**src/rtl/bpsk_pkg.sv**
```systemverilog
// bpsk_pkg
// Shared definitions for the BPSK transmit path.
//   state_t             : serializer state encoding (IDLE / SEND)
//   DEFAULT_PACKET_SIZE : default packet length in bits
package bpsk_pkg;

  localparam int DEFAULT_PACKET_SIZE = 64;

  typedef enum logic [0:0] {
    ST_IDLE = 1'b0,
    ST_SEND = 1'b1
  } state_t;

endpackage : bpsk_pkg

```
**src/rtl/packet_serializer.sv**
```systemverilog
// packet_serializer
// Turns parallel packets into a bit stream that a modulator pulls one bit at
// a time. The block holds one active packet and can queue one more. This lets
// packets run back-to-back with no gap bit.
//
// Parameters
//   PACKET_SIZE : bits per packet (>= 2)
//   MSB_FIRST   : 1 = packet_in[PACKET_SIZE-1] goes out first, 0 = packet_in[0] first
//   IDLE_BIT    : level of current_bit when no packet is active
// Ports
//   clk         : rising-edge clock
//   rst         : asynchronous active-high reset
//   packet_in   : packet offered for transmission
//   load_valid  : packet_in is valid
//   load_ready  : the block can take packet_in this cycle (holding slot empty)
//   next        : one-cycle strobe asking for the next bit
//   current_bit : bit presented to the modulator
//   bit_valid   : current_bit belongs to an active packet
//   last_bit    : current_bit is the final bit of its packet
//   packet_done : pulse after the final bit was consumed
//   underrun    : pulse after next arrived with no active packet
module packet_serializer
  import bpsk_pkg::*;
#(
  parameter int   PACKET_SIZE = DEFAULT_PACKET_SIZE,
  parameter int   MSB_FIRST   = 1,
  parameter logic IDLE_BIT    = 1'b0
) (
  input  logic                   clk,
  input  logic                   rst,
  input  logic [PACKET_SIZE-1:0] packet_in,
  input  logic                   load_valid,
  output logic                   load_ready,
  input  logic                   next,
  output logic                   current_bit,
  output logic                   bit_valid,
  output logic                   last_bit,
  output logic                   packet_done,
  output logic                   underrun
);

  localparam int                 IDX_W    = $clog2(PACKET_SIZE);
  localparam logic [IDX_W-1:0]   LAST_IDX = IDX_W'(PACKET_SIZE - 1);

  // Selects the transmitted bit by index. Packet registers stay static
  // while the bit is selected, so a swap from holding to active is one copy.
  function automatic logic pick_bit(input logic [PACKET_SIZE-1:0] pkt,
                                    input logic [IDX_W-1:0]       idx);
    logic [IDX_W-1:0] pos;
    if (MSB_FIRST != 0) begin
      pos = LAST_IDX - idx;
    end else begin
      pos = idx;
    end
    return pkt[pos];
  endfunction

  state_t                 state_r,     state_s;
  logic [PACKET_SIZE-1:0] active_r,    active_s;
  logic [PACKET_SIZE-1:0] holding_r,   holding_s;
  logic                   hold_full_r, hold_full_s;
  logic [IDX_W-1:0]       index_r,     index_s;

  logic current_bit_r, current_bit_s;
  logic bit_valid_r,   bit_valid_s;
  logic last_bit_r,    last_bit_s;
  logic done_r,        done_s;
  logic underrun_r,    underrun_s;
  logic load_ready_r,  load_ready_s;

  logic load_acc_s;

  // State, packet storage and registered outputs.
  always_ff @(posedge clk or posedge rst) begin
    if (rst) begin
      state_r       <= ST_IDLE;
      active_r      <= '0;
      holding_r     <= '0;
      hold_full_r   <= 1'b0;
      index_r       <= '0;
      current_bit_r <= IDLE_BIT;
      bit_valid_r   <= 1'b0;
      last_bit_r    <= 1'b0;
      done_r        <= 1'b0;
      underrun_r    <= 1'b0;
      load_ready_r  <= 1'b0;
    end else begin
      state_r       <= state_s;
      active_r      <= active_s;
      holding_r     <= holding_s;
      hold_full_r   <= hold_full_s;
      index_r       <= index_s;
      current_bit_r <= current_bit_s;
      bit_valid_r   <= bit_valid_s;
      last_bit_r    <= last_bit_s;
      done_r        <= done_s;
      underrun_r    <= underrun_s;
      load_ready_r  <= load_ready_s;
    end
  end

  // Next-state logic. Outputs are computed from the next state and loaded into the output registers.
  always_comb begin
    state_s     = state_r;
    active_s    = active_r;
    holding_s   = holding_r;
    hold_full_s = hold_full_r;
    index_s     = index_r;
    done_s      = 1'b0;
    underrun_s  = 1'b0;
    load_acc_s  = load_valid && load_ready_r;

    case (state_r)
      ST_IDLE: begin
        // An underrun pulse does not block a simultaneous load.
        if (next) begin
          underrun_s = 1'b1;
        end else begin
          underrun_s = 1'b0;
        end
        if (load_acc_s) begin
          active_s = packet_in;
          index_s  = '0;
          state_s  = ST_SEND;
        end else begin
          state_s  = ST_IDLE;
        end
      end

      ST_SEND: begin
        if (next && (index_r == LAST_IDX)) begin
          done_s  = 1'b1;
          index_s = '0;
          if (hold_full_r) begin
            // load_ready is low while the slot is full, so no load competes here.
            active_s    = holding_r;
            hold_full_s = 1'b0;
          end else if (load_acc_s) begin
            // A packet arriving on the final strobe goes straight to active.
            active_s = packet_in;
          end else begin
            state_s = ST_IDLE;
          end
        end else begin
          if (next) begin
            index_s = index_r + IDX_W'(1);
          end else begin
            index_s = index_r;
          end
          if (load_acc_s) begin
            holding_s   = packet_in;
            hold_full_s = 1'b1;
          end else begin
            hold_full_s = hold_full_r;
          end
        end
      end

      default: begin
        state_s     = ST_IDLE;
        index_s     = '0;
        hold_full_s = 1'b0;
      end
    endcase

    bit_valid_s  = (state_s == ST_SEND);
    load_ready_s = !hold_full_s;
    if (bit_valid_s) begin
      current_bit_s = pick_bit(active_s, index_s);
      last_bit_s    = (index_s == LAST_IDX);
    end else begin
      current_bit_s = IDLE_BIT;
      last_bit_s    = 1'b0;
    end
  end

  assign current_bit = current_bit_r;
  assign bit_valid   = bit_valid_r;
  assign last_bit    = last_bit_r;
  assign packet_done = done_r;
  assign underrun    = underrun_r;
  assign load_ready  = load_ready_r;

endmodule : packet_serializer

```
**config.mk**
```make
export PLATFORM = sky130hd
export DESIGN_NAME = packet_serializer
export DESIGN_NICKNAME = d
export VERILOG_FILES = /design/src/rtl/bpsk_pkg.sv /design/src/rtl/packet_serializer.sv
export SDC_FILE = /design/constraint.sdc
export NUM_CORES = 1
export LEC_CHECK = 0
export ABC_AREA = 1
export CELL_PAD_IN_SITES_DETAIL_PLACEMENT = 1
export CELL_PAD_IN_SITES_GLOBAL_PLACEMENT = 2
export CORE_MARGIN = 3
export CORE_UTILIZATION = 30
export DETAILED_ROUTE_END_ITERATION = 8
export GPL_ROUTABILITY_DRIVEN = 0
export PLACE_DENSITY_LB_ADDON = 0.3
export SYNTH_ARGS = -nofsm -noshare
export SYNTH_HDL_FRONTEND = slang
export SYNTH_SLANG_ARGS = --single-unit
```
**constraint.sdc**
```tcl
create_clock -name clk -period 13.5 [get_ports clk]
set_clock_uncertainty 0.2 [all_clocks]
set_input_delay 2.7 -clock clk [delete_from_list [all_inputs] [get_ports clk]]
set_output_delay 2.7 -clock clk [all_outputs]
set_load 0.02 [all_outputs]
```
==> impl_metrics.json, run 1 <==
{
  "grt_usage": 0.190,
  "grtUsageMet1": 0.261,
  "coreArea_mm2": 0.0264,
  "synth_top_flop_cell": "dfrtp_1",
  "hpwl_um": 17000,
  "syn_avg_cell_area_um2": 7.51,
  "maxCapViolations": 0,
  "die_area_mm2": 0.0291,
  "yosysSeqAreaShare": 0.435,
  "cp.arrival_ns": 6.02,
  "hold_viol_final": 0,
  "synth-edff-count": 0,
  "wl_um": 26600,
  "power_mw": 2.11,
  "die_y_um": 170,
  "multiInputGateArea_mm2": 0.00378,
  "die_x_um": 170,
  "n_antenna_cell": 0,
  "areaGrowthSynthToFinish_pct": 18.6,
  "fin_nets": 1187,
  "drt_first_pass_iters": 4,
  "critical_path.slowest_cell": "a21oi_1",
  "cts_root_buf": "clkbuf_16",
  "synth_area_leaders": "dfrtp_1, nand2_1, nand3_1",
  "synth-seq-cells": 141,
  "outcome": "completed",
  "start_util": 0.308,
  "fin_util": 0.365,
  "final_common_cell": "nand2_1",
  "drtIter0Drc": 381,
  "hp-class": "reg -> reg",
  "pre_cts_ws_ns": 7.11,
  "cp-start-kind": "primary input",
  "grt_max_degree": 80,
  "yosys.area.top_type": "dfrtp_1",
  "io_pins": 74,
  "grt_overflow": 0,
  "use_met2": 0.311,
  "nFillCells": 3205,
  "drt-vias-per-instance": 4.98,
  "fin_ws_ns": 7.65,
  "endpoint_kind": "register",
  "worst_pin_slew_ns": 1.01,
  "htree_levels": 4,
  "final_cell_mix": "nand2_1, dfrtp_1, nor2_1",
  "cp_max_fo": 44,
  "use_met3": 0.0321,
  "cp_cell_sequence": "clkdlybuf4s50_1 > nand2_4 > inv_2 > nor2_2 > a21oi_1 > inv_1 > nor2_1 > nand3_1 > nand3_1 > nand3_1 > nand3_1 > nand2_1 > nor2_1",
  "setup.worst_path.class": "in -> reg",
  "route.detailed.drc": 0,
  "cts_tree": "done",
  "synth_cells": 1080,
  "setup_viol": 0,
  "relSlewSlack": 0.324,
  "area.sequential_mm2": 0.00353,
  "ys_types": 36,
  "clk_pin_slew_ns": 0.06,
  "slew_viol_final": 0,
  "yosys_warnings": 0,
  "cts_setup_buffers": 0,
  "crit_top_cell": "nand3_1",
  "port_buffers": 73,
  "fin_crit_sh": 0.434,
  "power_density_mw_per_mm2": 219,
  "grt_setup_unrepaired": "false",
  "clk_latency_ns": 0.44,
  "vias": 7307,
  "drive_gt1_frac": 0.109,
  "max_clock_freq_mhz": 171,
  "ctsResizeCount": 0,
  "cts_inserted_buffers": 17,
  "antenna_found_initial": 0,
  "cts_hold_buf": 0,
  "cts.path.max_buffers": 2,
  "syn_nets": 1149,
  "netlist_area_mm2": 0.00811,
  "yosys.area.top_type_share": 0.435,
  "clock_sinks": 141,
  "grt_pass1_wl_um": 42900,
  "cp_slowest_stage_delay_ns": 0.83,
  "detail-route-antenna-nets": 0,
  "cp.required_ns": 13.66,
  "grt_pass1_vias": 7632,
  "ir_drop_mv": 0.0850,
  "setup_tns_ns": 0,
  "async_flop_share": 1.00,
  "p_leak_nw": 4.47,
  "grt_busiest_layer": "met2",
  "routedWlPerCell_um": 18.1,
  "rows": 59,
  "post-route-min-period_ns": 5.85
}
-- flip-flops by register name (all words and copies together), names as in the netlist --
name         cells
active_r        64
bit_valid        1
current_bit      1
hold_full_r      1
holding_r       64
index_r          6
last_bit         1
load_ready       1
packet_done      1
underrun         1
-- metrics by stage --
step | cell area (um2) | hold slack (ns) | cells
floorplan | 8110 | 0.243 | 1080
global placement | 8970 | 0.257 | 1434
detailed placement | 8970 | 0.267 | 1434
CTS | 9620 | 0.284 | 1466
global route | 9620 | 0.310 | 1466
finish | 9620 | 0.281 | 1466
-- where the power goes --
part           total [mW]  switching (mW)  internal (mW)
registers           0.686          0.0819          0.604
clock network       0.538           0.204          0.334
logic               0.883           0.556          0.327
-- metal layers --
| metal | up-vias | wire, um |
|---|---|---|
| li1 | 3532 | - |
| met1 | 3653 | 12900 |
| met2 | 95 | 12700 |
| met3 | 27 | 656 |
| met4 | 0 | 389 |
| met5 | - | 0 |
-- final timing paths --
path | from | end | slack [ns] | cells after the start
min | holding_r[55] | holding_r[55] | 0.28 | 2
min reg2reg | holding_r[55] | holding_r[55] | 0.28 | 2
min in group asynchronous | rst | holding_r[35] | 2.58 | 2
max reg2reg | hold_full_r | current_bit | 9.87 | 15
max | load_valid | current_bit | 7.65 | 13
max in group asynchronous | rst | holding_r[5] | 9.10 | 3
-- synthesized netlist by cell type, types with 2 or more instances --
master and n:
nand2_1 290, dfrtp_1 141, nor2_1 124, nand3_1 118
inv_1 106, o21ai_0 82, mux2_2 50, buf_2 25
a21oi_1 21, nand4_1 19, clkbuf_1 18, and3_1 17
buf_6 9, buf_4 7, nand3b_1 7, inv_2 6
nand2_2 6, nor2_2 4, o211ai_1 4, o21ai_1 3
or2_2 3, buf_1 2, nand2_4 2, nand3_2 2
nor2_4 2, nor3_1 2
-- cells by family after synthesis --
group | synth area share
AO/OA/AOI/OAI | 0.0728
XOR/XNOR | 0.00108
adder cells (fa/ha/maj) | 0.00154
buffers and inverters | 0.0999
flip-flops | 0.435
multiplexers | 0.0694
AND/OR/NAND/NOR | 0.320
-- area by class of cell --
class	instances	share of cell area
multi-input combinational	763	0.393
sequential	141	0.367
timing repair buffer	81	0.0822
inverter	114	0.0464
clock buffer	18	0.0456
tap	335	0.0436
clock inverter	14	0.0225
-- critical path: cells and delay by family --
| kind | cells | cell delay (ns) |
|---|---|---|
| buf+inv | 3 | 1.26 |
| simple gates | 9 | 1.18 |
| compound gates | 1 | 0.83 |
Note: power is estimated with default switching activity, not from simulation.
==> inputs of run 2 (changes only) <==
==> constraint.sdc (replaced) <==
create_clock -name clk -period 5.7 [get_ports clk]
set_clock_uncertainty 0.2 [all_clocks]
set_input_delay 1.14 -clock clk [delete_from_list [all_inputs] [get_ports clk]]
set_output_delay 1.14 -clock clk [all_outputs]
set_load 0.02 [all_outputs]
==> run 2 against run 1 <==
Global-route usage shrank 0.24 points. Sequential cell count stayed put. Critical path depth up 4. Wire length decreased by 0.65%. Register-to-register slack got worse by 7.8 ns. First-iteration DRC count down 6.6%. Design area grew 0.51%. Final cell count grew 0.27%. Power is 140% higher. Sequential power rose by 140%. Worst setup slack worse by 5.9 ns. Core utilization up 0.19 points. Largest cell class unchanged.
==> impl_metrics.json, run 2 (synthesis gave the netlist of run 1 again) <==
{
  "cts_inserted_buffers": 17,
  "drive_gt1_frac": 0.112,
  "post-route-min-period_ns": 3.91,
  "cp_cell_sequence": "clkdlybuf4s50_1 > nand2_4 > inv_2 > nor2_2 > nand2_1 > nand2_2 > clkinv_2 > nor2_4 > nand2_1 > nand2_1 > nor2_1 > nand2_1 > nand3_1 > nand3_1 > nand2_1 > nor2_1 > nor2_1",
  "grt_setup_unrepaired": "false",
  "antenna_found_initial": 0,
  "drtIter0Drc": 356,
  "grt_pass1_wl_um": 42400,
  "wl_um": 26400,
  "grt_overflow": 0,
  "clk_pin_slew_ns": 0.06,
  "reg.largest.list": "active_r x64, holding_r x64, index_r x6",
  "cp_slowest_stage_delay_ns": 0.46,
  "drt-vias-per-instance": 4.95,
  "max_clock_freq_mhz": 256,
  "cts_hold_buf": 0,
  "cp.required_ns": 5.82,
  "fin_crit_sh": 0.686,
  "cts_tree": "done",
  "cp-start-kind": "primary input",
  "maxCapViolations": 0,
  "p_leak_nw": 4.50,
  "io_pins": 74,
  "final_cell_mix": "nand2_1, dfrtp_1, nor2_1",
  "grt_pass1_vias": 7655,
  "detail-route-antenna-nets": 0,
  "die_y_um": 170,
  "area.sequential_mm2": 0.00353,
  "final_common_cell": "nand2_1",
  "stdcell_count": 1470,
  "route.detailed.drc": 0,
  "grt_max_degree": 84,
  "endpoint_kind": "register",
  "clock_sinks": 141,
  "die_area_mm2": 0.0291,
  "cp_max_fo": 43,
  "htree_levels": 4,
  "cp.arrival_ns": 4.03,
  "vias": 7278,
  "setup.worst_path.class": "in -> reg",
  "drt_first_pass_iters": 5,
  "critical_path.slowest_cell": "clkdlybuf4s50_1",
  "setup_viol": 0,
  "place_inst": 1439,
  "hp-class": "reg -> reg",
  "rows": 59,
  "n_antenna_cell": 0,
  "coreArea_mm2": 0.0264,
  "setup_tns_ns": 0,
  "grt_usage": 0.187,
  "nFillCells": 3177,
  "hpwl_um": 17100,
  "worst_pin_slew_ns": 0.848,
  "outcome": "completed",
  "die_x_um": 170,
  "hold_viol_final": 0,
  "slew_viol_final": 0,
  "routedWlPerCell_um": 18.0,
  "cts_setup_buffers": 0,
  "cts_root_buf": "clkbuf_16",
  "power_density_mw_per_mm2": 513,
  "ctsResizeCount": 0,
  "start_util": 0.308,
  "port_buffers": 73,
  "cts.path.max_buffers": 2,
  "multiInputGateArea_mm2": 0.00378,
  "crit_top_cell": "nand2_1",
  "clk_latency_ns": 0.43,
  "areaGrowthSynthToFinish_pct": 19.2,
  "fin_nets": 1192,
  "relSlewSlack": 0.434,
  "ir_drop_mv": 0.230
}
==> run 2: through the flow <==
| step | hold WS [ns] | utilization | worst slack [ns] | cell area, um2 | power (mW) |
|---|---|---|---|---|---|
| 3_3_place_gp | 0.254 | 0.343 | 1.41 | 9030 | 3.67 |
| 2_1_floorplan | 0.243 | - | 0.579 | 8110 | 3.16 |
| 3_5_place_dp | 0.261 | 0.343 | 1.36 | 9030 | 3.73 |
| 5_1_grt | 0.302 | 0.367 | 1.47 | 9670 | 5.38 |
| 4_1_cts | 0.275 | 0.367 | 1.78 | 9670 | 5.02 |
| 6_report | 0.269 | 0.367 | 1.79 | 9670 | 4.96 |
==> run 2: final cells by class <==
class | count | share of cell area
Clock buffer | 17 | 0.0440
Clock inverter | 14 | 0.0224
Inverter | 114 | 0.0462
Multi-Input combinational cell | 763 | 0.391
Sequential cell | 141 | 0.365
Tap cell | 335 | 0.0433
Timing Repair Buffer | 86 | 0.0882
==> run 2: critical path: cells and delay by family <==
kind                   cells  cell delay [ns]
buffers and inverters      3             1.02
and+or+nand+nor           14             1.82
==> run 2: power by group <==
| part | switching [mW] | internal, mW | leakage (nW) |
|---|---|---|---|
| clock | 0.473 | 0.777 | 0.313 |
| sequential | 0.199 | 1.43 | 1.57 |
| combinational | 1.29 | 0.789 | 2.62 |
==> run 2: per-layer routing <==
metal  up-vias  global-route usage  share of wire
li1       3556                   -              -
met1      3596               0.250           0.48
met2       103               0.319           0.48
met3        23              0.0276          0.025
met4         0              0.0501          0.015
met5         -                   0              0
==> run 2: final timing paths <==
check,slack [ns],endpoint,cells past startpoint,from
max,1.79,current_bit,17,load_valid
min,0.27,holding_r[55],2,holding_r[55]
max reg2reg,2.07,current_bit,14,bit_valid
min reg2reg,0.27,holding_r[55],2,holding_r[55]
max in group asynchronous,3.29,active_r[54],3,rst
min in group asynchronous,1.03,holding_r[42],2,rst
